[src/rtl/hub75_scan_driver_if.sv]
// Pixel-source and panel signal bundle for the HUB75 scan driver.
// Carries bright_i only when HUB75_DIM_EN is defined.
interface hub75_scan_driver_if #(
  parameter int COLS      = 64,
  parameter int ROWS_HALF = 16
);
  localparam int CW = $clog2(COLS);
  localparam int RW = $clog2(ROWS_HALF);

  logic          en;
  logic [CW-1:0] col_o;
  logic [RW-1:0] row_o;
  logic          r0_i, g0_i, b0_i;
  logic          r1_i, g1_i, b1_i;
  logic          r0_o, g0_o, b0_o;
  logic          r1_o, g1_o, b1_o;
  logic          sclk_o, lat_o, oe_n_o;
  logic [RW-1:0] addr_o;
  logic          frame_o, shift_o;
`ifdef HUB75_DIM_EN
  logic [2:0]    bright_i;
`endif

  modport master (
`ifdef HUB75_DIM_EN
    input  bright_i,
`endif
    input  en,
    input  r0_i, g0_i, b0_i,
    input  r1_i, g1_i, b1_i,
    output col_o, row_o,
    output r0_o, g0_o, b0_o,
    output r1_o, g1_o, b1_o,
    output sclk_o, lat_o, oe_n_o,
    output addr_o, frame_o, shift_o
  );

  modport slave (
`ifdef HUB75_DIM_EN
    output bright_i,
`endif
    output en,
    output r0_i, g0_i, b0_i,
    output r1_i, g1_i, b1_i,
    input  col_o, row_o,
    input  r0_o, g0_o, b0_o,
    input  r1_o, g1_o, b1_o,
    input  sclk_o, lat_o, oe_n_o,
    input  addr_o, frame_o, shift_o
  );
endinterface

[src/rtl/hub75_scan_driver.sv]
// HUB75 panel scan controller: shift, latch, display per row pair.
// Optional HUB75_DIM_EN adds bright_i to shorten the oe_n_o window.
module hub75_scan_driver #(
  parameter int COLS            = 64,
  parameter int ROWS_HALF       = 16,
  parameter int CLK_DIV         = 2,
  parameter int ON_CYCLES       = 256,
  parameter int FRAMES_PER_TICK = 30
) (
  input logic          clk,
  input logic          rst,
  hub75_scan_driver_if.master bus
);
  localparam int CW = $clog2(COLS);
  localparam int RW = $clog2(ROWS_HALF);
  localparam int PW = $clog2(2*CLK_DIV);
  localparam int DW = $clog2(ON_CYCLES);
  localparam int FW = $clog2(FRAMES_PER_TICK+1);

  localparam logic [CW-1:0] COL_LAST = CW'(COLS-1);
  localparam logic [RW-1:0] ROW_LAST = RW'(ROWS_HALF-1);
  localparam logic [PW-1:0] PH_LAST  = PW'(2*CLK_DIV-1);
  localparam logic [PW-1:0] PH_HI    = PW'(CLK_DIV);
  localparam logic [DW-1:0] CNT_LAST = DW'(ON_CYCLES-1);
  localparam logic [FW-1:0] F_LAST   = FW'(FRAMES_PER_TICK-1);

  typedef enum logic [1:0] {
    IDLE, SHIFT, LATCH, DISPLAY
  } state_t;

  state_t        state_q, state_d;
  logic [CW-1:0] col_q, col_d;
  logic [RW-1:0] row_q, row_d;
  logic [PW-1:0] ph_q, ph_d;
  logic [DW-1:0] cnt_q, cnt_d;
  logic [FW-1:0] fcnt_q, fcnt_d;
  logic [5:0]    rgb_q, rgb_d;
  logic [RW-1:0] addr_q, addr_d;
  logic          sclk_q, sclk_d;
  logic          lat_q, lat_d;
  logic          oe_n_q, oe_n_d;
  logic          frame_q, frame_d;
  logic          shift_q, shift_d;
  logic [5:0]    pix;
`ifdef HUB75_DIM_EN
  logic [2:0]    bright_q, bright_d;
  logic [DW:0]   on_lim;
`endif

  assign pix = {bus.r0_i, bus.g0_i, bus.b0_i,
                bus.r1_i, bus.g1_i, bus.b1_i};

  always_comb begin
    state_d = state_q;
    col_d   = col_q;
    row_d   = row_q;
    ph_d    = ph_q;
    cnt_d   = cnt_q;
    fcnt_d  = fcnt_q;
    rgb_d   = rgb_q;
    addr_d  = addr_q;
    frame_d = 1'b0;
    shift_d = 1'b0;
`ifdef HUB75_DIM_EN
    bright_d = bright_q;
    on_lim   = '0;
`endif
    unique case (state_q)
      IDLE: begin
        if (bus.en) begin
          state_d = SHIFT;
          col_d   = '0;
          row_d   = '0;
          ph_d    = '0;
        end
      end
      SHIFT: begin
        if (ph_q == '0) rgb_d = pix;
        if (ph_q == PH_LAST) begin
          ph_d = '0;
          if (col_q == COL_LAST) begin
            col_d   = '0;
            state_d = LATCH;
            addr_d  = row_q;
          end else begin
            col_d = col_q + 1'b1;
          end
        end else begin
          ph_d = ph_q + 1'b1;
        end
      end
      LATCH: begin
        state_d = DISPLAY;
        cnt_d   = '0;
`ifdef HUB75_DIM_EN
        bright_d = bus.bright_i;
`endif
      end
      DISPLAY: begin
        if (cnt_q == CNT_LAST) begin
          cnt_d = '0;
          if (row_q == ROW_LAST) begin
            row_d   = '0;
            frame_d = 1'b1;
            if (fcnt_q == F_LAST) begin
              fcnt_d  = '0;
              shift_d = 1'b1;
            end else begin
              fcnt_d = fcnt_q + 1'b1;
            end
          end else begin
            row_d = row_q + 1'b1;
          end
          col_d   = '0;
          ph_d    = '0;
          state_d = bus.en ? SHIFT : IDLE;
        end else begin
          cnt_d = cnt_q + 1'b1;
        end
      end
      default: state_d = IDLE;
    endcase

    // Strobes are derived from next state so every output is a flop.
    sclk_d = (state_d == SHIFT) && (ph_d >= PH_HI);
    lat_d  = (state_d == LATCH);
`ifdef HUB75_DIM_EN
    on_lim = (DW+1)'(((32'(bright_d) + 32'd1) * 32'(ON_CYCLES)) >> 3);
    oe_n_d = (state_d != DISPLAY) || ({1'b0, cnt_d} >= on_lim);
`else
    oe_n_d = (state_d != DISPLAY);
`endif
  end

  always_ff @(posedge clk or posedge rst) begin
    if (rst) begin
      state_q <= IDLE;
      col_q   <= '0;
      row_q   <= '0;
      ph_q    <= '0;
      cnt_q   <= '0;
      fcnt_q  <= '0;
      rgb_q   <= '0;
      addr_q  <= '0;
      sclk_q  <= 1'b0;
      lat_q   <= 1'b0;
      oe_n_q  <= 1'b1;
      frame_q <= 1'b0;
      shift_q <= 1'b0;
`ifdef HUB75_DIM_EN
      bright_q <= '0;
`endif
    end else begin
      state_q <= state_d;
      col_q   <= col_d;
      row_q   <= row_d;
      ph_q    <= ph_d;
      cnt_q   <= cnt_d;
      fcnt_q  <= fcnt_d;
      rgb_q   <= rgb_d;
      addr_q  <= addr_d;
      sclk_q  <= sclk_d;
      lat_q   <= lat_d;
      oe_n_q  <= oe_n_d;
      frame_q <= frame_d;
      shift_q <= shift_d;
`ifdef HUB75_DIM_EN
      bright_q <= bright_d;
`endif
    end
  end

  assign bus.col_o   = col_q;
  assign bus.row_o   = row_q;
  assign {bus.r0_o, bus.g0_o, bus.b0_o,
          bus.r1_o, bus.g1_o, bus.b1_o} = rgb_q;
  assign bus.sclk_o  = sclk_q;
  assign bus.lat_o   = lat_q;
  assign bus.oe_n_o  = oe_n_q;
  assign bus.addr_o  = addr_q;
  assign bus.frame_o = frame_q;
  assign bus.shift_o = shift_q;
endmodule

[src/flat_wrapper.sv]
// flat-port wrapper written by rule: the top's interface ports become plain ports
module hub75_scan_driver_flat 
#(
  parameter int COLS            = 64,
  parameter int ROWS_HALF       = 16,
  parameter int CLK_DIV         = 2,
  parameter int ON_CYCLES       = 256,
  parameter int FRAMES_PER_TICK = 30
)
  (clk, rst, bus_en, bus_r0_i, bus_g0_i, bus_b0_i, bus_r1_i, bus_g1_i, bus_b1_i, bus_col_o, bus_row_o, bus_r0_o, bus_g0_o, bus_b0_o, bus_r1_o, bus_g1_o, bus_b1_o, bus_sclk_o, bus_lat_o, bus_oe_n_o, bus_addr_o, bus_frame_o, bus_shift_o);
  hub75_scan_driver_if #(.COLS(COLS), .ROWS_HALF(ROWS_HALF)) bus_i ();
  input logic clk;
  input logic rst;
  input wire logic [$bits(bus_i.en)-1:0] bus_en;
  input wire logic [$bits(bus_i.r0_i)-1:0] bus_r0_i;
  input wire logic [$bits(bus_i.g0_i)-1:0] bus_g0_i;
  input wire logic [$bits(bus_i.b0_i)-1:0] bus_b0_i;
  input wire logic [$bits(bus_i.r1_i)-1:0] bus_r1_i;
  input wire logic [$bits(bus_i.g1_i)-1:0] bus_g1_i;
  input wire logic [$bits(bus_i.b1_i)-1:0] bus_b1_i;
  output wire logic [$bits(bus_i.col_o)-1:0] bus_col_o;
  output wire logic [$bits(bus_i.row_o)-1:0] bus_row_o;
  output wire logic [$bits(bus_i.r0_o)-1:0] bus_r0_o;
  output wire logic [$bits(bus_i.g0_o)-1:0] bus_g0_o;
  output wire logic [$bits(bus_i.b0_o)-1:0] bus_b0_o;
  output wire logic [$bits(bus_i.r1_o)-1:0] bus_r1_o;
  output wire logic [$bits(bus_i.g1_o)-1:0] bus_g1_o;
  output wire logic [$bits(bus_i.b1_o)-1:0] bus_b1_o;
  output wire logic [$bits(bus_i.sclk_o)-1:0] bus_sclk_o;
  output wire logic [$bits(bus_i.lat_o)-1:0] bus_lat_o;
  output wire logic [$bits(bus_i.oe_n_o)-1:0] bus_oe_n_o;
  output wire logic [$bits(bus_i.addr_o)-1:0] bus_addr_o;
  output wire logic [$bits(bus_i.frame_o)-1:0] bus_frame_o;
  output wire logic [$bits(bus_i.shift_o)-1:0] bus_shift_o;
  assign bus_i.en = bus_en;
  assign bus_i.r0_i = bus_r0_i;
  assign bus_i.g0_i = bus_g0_i;
  assign bus_i.b0_i = bus_b0_i;
  assign bus_i.r1_i = bus_r1_i;
  assign bus_i.g1_i = bus_g1_i;
  assign bus_i.b1_i = bus_b1_i;
  assign bus_col_o = bus_i.col_o;
  assign bus_row_o = bus_i.row_o;
  assign bus_r0_o = bus_i.r0_o;
  assign bus_g0_o = bus_i.g0_o;
  assign bus_b0_o = bus_i.b0_o;
  assign bus_r1_o = bus_i.r1_o;
  assign bus_g1_o = bus_i.g1_o;
  assign bus_b1_o = bus_i.b1_o;
  assign bus_sclk_o = bus_i.sclk_o;
  assign bus_lat_o = bus_i.lat_o;
  assign bus_oe_n_o = bus_i.oe_n_o;
  assign bus_addr_o = bus_i.addr_o;
  assign bus_frame_o = bus_i.frame_o;
  assign bus_shift_o = bus_i.shift_o;
  hub75_scan_driver #(.COLS(COLS), .ROWS_HALF(ROWS_HALF), .CLK_DIV(CLK_DIV), .ON_CYCLES(ON_CYCLES), .FRAMES_PER_TICK(FRAMES_PER_TICK)) u_core (.clk(clk), .rst(rst), .bus(bus_i));
endmodule
[config.mk]
export PLATFORM = sky130hd
export DESIGN_NAME = hub75_scan_driver_flat
export DESIGN_NICKNAME = d
export VERILOG_FILES = /design/src/rtl/hub75_scan_driver_if.sv /design/src/rtl/hub75_scan_driver.sv /design/src/flat_wrapper.sv
export SDC_FILE = /design/constraint.sdc
export NUM_CORES = 1
export LEC_CHECK = 0
export BUFFER_PORTS_ARGS = -buffer_cell sky130_fd_sc_hd__buf_2
export CAP_MARGIN = 10
export CORE_MARGIN = 4
export CORE_UTILIZATION = 41
export DETAILED_ROUTE_END_ITERATION = 10
export PLACE_DENSITY = 0.59
export SLEW_MARGIN = 20
export SYNTH_ARGS = -nofsm -noshare
export SYNTH_HDL_FRONTEND = slang
export SYNTH_SLANG_ARGS = --single-unit
[constraint.sdc]
create_clock -name clk -period 3.36 [get_ports clk]
set_input_delay 0.504 -clock clk [delete_from_list [all_inputs] [get_ports clk]]
set_output_delay 0.504 -clock clk [all_outputs]
set_load 0.03 [all_outputs]
==> flow_metrics.env <==
export IMPL_yosys_warnings=0
export IMPL_clkTransAtPathRegs_ns=0.08
export IMPL_power_switching_uw=806
export IMPL_area_delta_synth_final_pct=16.1
export IMPL_outcome="completed"
export IMPL_finClkSkew_ns=0.00314
export IMPL_power_frac_seq_pct=41.2
export IMPL_final_setup_viol_count=0
export IMPL_crit_buf_inv=0
export IMPL_cts_resized_gates=0
export IMPL_clk_path_buf_depth=2
export IMPL_crit_chain="and2b_1 > nand2_1 > or3_1 > a21oi_1"
export IMPL_grt_pass1_wl_um=6560
export IMPL_synthSimpleGateAreaFrac_pct=18.0
export IMPL_startpoint_type="flip-flop"
export IMPL_syn_cell_area_sq_mm=0.00207
export IMPL_wl_met2_um=1630
export IMPL_startpoint="u_core.state_q[1]$_DFF_PP0_"
export IMPL_critPathTopFamily="simple AND/OR/NAND/NOR gates"
export IMPL_slew_viol_final=0
export IMPL_ant_nets=0
export IMPL_relSlewSlack_pct=58.2
export IMPL_vias=1546
export IMPL_die_x_um=79.0
export IMPL_grtUsageTotal_pct=13.2
export IMPL_antenna_cells=0
export IMPL_synth_edff_count=0
export IMPL_synthAdderAreaFrac_pct=4.24
export IMPL_synth_top_family_by_area="simple AND/OR/NAND/NOR gates"
export IMPL_drtIter0Drc=63
export IMPL_grt_max_degree=27
export IMPL_start_util_pct=42.9
export IMPL_combPwrFrac_pct=41.0
export IMPL_ir_worst_vdd_mv=0.304
export IMPL_fin_nets=243
export IMPL_synth_main_ff_cell="dfrtp_1"
export IMPL_h_tree_depth=2
export IMPL_numCtsBuffers=5
export IMPL_cts_tree="yes"
export IMPL_synth_nets=206
export IMPL_synth_area_leader_cell="dfrtp_1"
export IMPL_syn_area_per_cell_sq_um=10.9
export IMPL_grt_overflow=0
export IMPL_yosysTopAreaCellShare_pct=49.7
export IMPL_place_port_buffers=33
export IMPL_synth_distinct_cells=49
export IMPL_vias_per_cell=5.24
export IMPL_hold_class="input port to async pin"
export IMPL_drc=0
export IMPL_synthMuxAreaShare_pct=6.90
export IMPL_p_clk_share_pct=17.8
export IMPL_worst_slack_ns=1.46
export IMPL_gp_congestion=0.852
export IMPL_min_period_ns=1.90
export IMPL_ctsHoldBuffers=0
export IMPL_rsz0062_at_grt="no"
export IMPL_synth_seq_cells=42
export IMPL_routedWlPerCell_um=13.4
export IMPL_met1_length_um=2070
export IMPL_critPathArrivalTime_ns=2.12
export IMPL_io_pins=34
export IMPL_top_layer="met4"
export IMPL_tightest_slew_ns=0.626
export IMPL_slowest_delay_ns=0.56
export IMPL_power_mw=1.90
export IMPL_post_cts_buffers=0
export IMPL_core_area_sq_mm=0.00482
export IMPL_cp_max_fo=17
export IMPL_intPower_mw=1.10
export IMPL_cp_slowest_cell="dfrtp_1"
export IMPL_criticalPathCategory="flip-flop to flip-flop"
export IMPL_root_buffer="clkbuf_8"
export IMPL_dieHeight_um=79.0
export IMPL_row_count=25
export IMPL_swShare_pct=42.3
export IMPL_async_reset_ff_share_pct=100
export IMPL_wirelength_um=3940
export IMPL_holdWs_ns=0.287
export IMPL_crit_required_ns=3.58
export IMPL_clock_latency_ns=0.29
export IMPL_yosys_area_share_xor_xnor_pct=0.424
export IMPL_dr_pass1_iters=4
export IMPL_grt_pass1_vias=1366
export IMPL_post_dp_hpwl_um=2800
export IMPL_clkSinkCount=42
export IMPL_netlist_instances=190
export IMPL_fin_tns_setup_ns=0
export IMPL_synth_compound_area_share_pct=16.7
export IMPL_cp_end_kind="flip-flop"
export IMPL_cap_violations=0
export IMPL_netlist_top_cells_area="dfrtp_1 50%, mux2_2 4.9%, ha_1 4.2%"
export IMPL_wl_met3_um=188
export IMPL_die_area_sq_mm=0.00624
export IMPL_final_layout_size_suffix_gt1_share_pct=28.1
export IMPL_dp_slack_ns=1.46
export IMPL_ys_seq_area_share_pct=50.9
export IMPL_hold_viol_final=0
export IMPL_regToRegStartpoint="u_core.state_q[1]$_DFF_PP0_"
export IMPL_powerDensity_mw_per_mm2=794
export IMPL_antenna_found_initial=0
export IMPL_fmax_mhz=525
export IMPL_fin_crit_sh_pct=56.6
export IMPL_power_leakage_nw=1.18
==> logic make-up after synthesis <==
family          Yosys count
mux                      13
buf+inv                  14
xor+xnor                  1
compound gates           49
flops                    42
fa+ha+maj                 7
simple gates             64
==> layout make-up <==
| type | count | area [sq um] |
|---|---|---|
| Fill cell | 468 | 2420 |
| Sequential cell | 42 | 1050 |
| Multi-Input combinational cell | 134 | 956 |
| Timing Repair Buffer | 34 | 173 |
| Tap cell | 67 | 83.8 |
| Clock buffer | 6 | 82.6 |
| Inverter | 10 | 37.5 |
| Clock inverter | 2 | 12.5 |
==> sequential cells by signal (all words and copies together) (netlist names), named ones only <==
signal / cells
u_core.bus.col_o: 6
u_core.ph_q: 1
u_core.bus.addr_o: 4
u_core.bus.oe_n_o: 1
u_core.bus.frame_o: 1
u_core.bus.sclk_o: 1
u_core.bus.lat_o: 1
u_core.cnt_q: 8
u_core.rgb_q: 6
u_core.fcnt_q: 5
u_core.bus.row_o: 4
u_core.state_q: 2
u_core.bus.shift_o: 1
==> cell usage in the layout, fill, tap and decap left out, types with 2 or more instances in the layout <==
master    Yosys  layout
dfrtp_1      41      41
o21ai_1       4       4
a22o_1        6       6
and2b_1       2       2
nor2b_1       2       2
a21oi_1       3       3
o21ai_0      12      12
o31ai_1       4       4
nand2_1      19      19
nor3_1        5       5
and3_1        3       3
o21ai_2       2       2
clkbuf_8      0       6
buf_2         1      33
nand4_4       2       2
nand3_1      10      10
mux2_2        9       9
nor2_1        7       7
a21o_1        5       5
ha_1          7       7
mux2i_1       3       3
or3_1         2       2
a31oi_1       4       4
inv_1        10      10
==> synthesized netlist by cell type, drive strengths merged (3+ instances only) <==
cell,number
nor3,6
a31oi,4
a21oi,4
mux2i,3
and3,4
a21o,5
nor2,8
nand4,3
o21ai,18
nand3,11
nand2,20
o31ai,5
inv,10
mux2,10
ha,7
a22o,6
dfrtp,41
==> worst paths after layout <==
check,endpoint,slack (ns),cells after the start
setup / recovery,u_core.bus.col_o[4]$_DFFE_PP0P_,1.46,4
hold / removal,u_core.bus.frame_o$_DFF_PP0_,0.29,2
setup reg to reg,u_core.bus.col_o[4]$_DFFE_PP0P_,1.46,4
hold reg to reg,u_core.fcnt_q[4]$_DFFE_PP0P_,0.48,1
max in group asynchronous,u_core.cnt_q[4]$_DFFE_PP0P_,2.31,3
min in group clk,u_core.rgb_q[4]$_DFFE_PP0P_,0.42,2
==> through the flow <==
stage          instances  instance area, sq um  util [%]
3_5_place_dp         287                  2300      47.8
6_report             295                  2400      49.8
2_1_floorplan        190                  2070         -
3_3_place_gp         287                  2300      47.8
4_1_cts              295                  2400      49.8
5_1_grt              295                  2400      49.8
==> metal layers <==
metal | track usage [%] | vias to the layer above
met3 | 3.63 | 7
met4 | 4.64 | 0
met2 | 18.7 | 37
met5 | 0 | -
li1 | - | 766
met1 | 19.3 | 736
==> power by group through the flow <==
stage / Sequential [mW] / Clock (mW) / Combinational, mW
finish: 0.784 / 0.338 / 0.781
global route: 0.809 / 0.373 / 0.853
CTS: 0.782 / 0.355 / 0.790
detailed placement: 0.789 / 0 / 0.790
global placement: 0.788 / 0 / 0.778
floorplan: 0.964 / 0 / 0.412
Power figures use the tool's default switching activity.
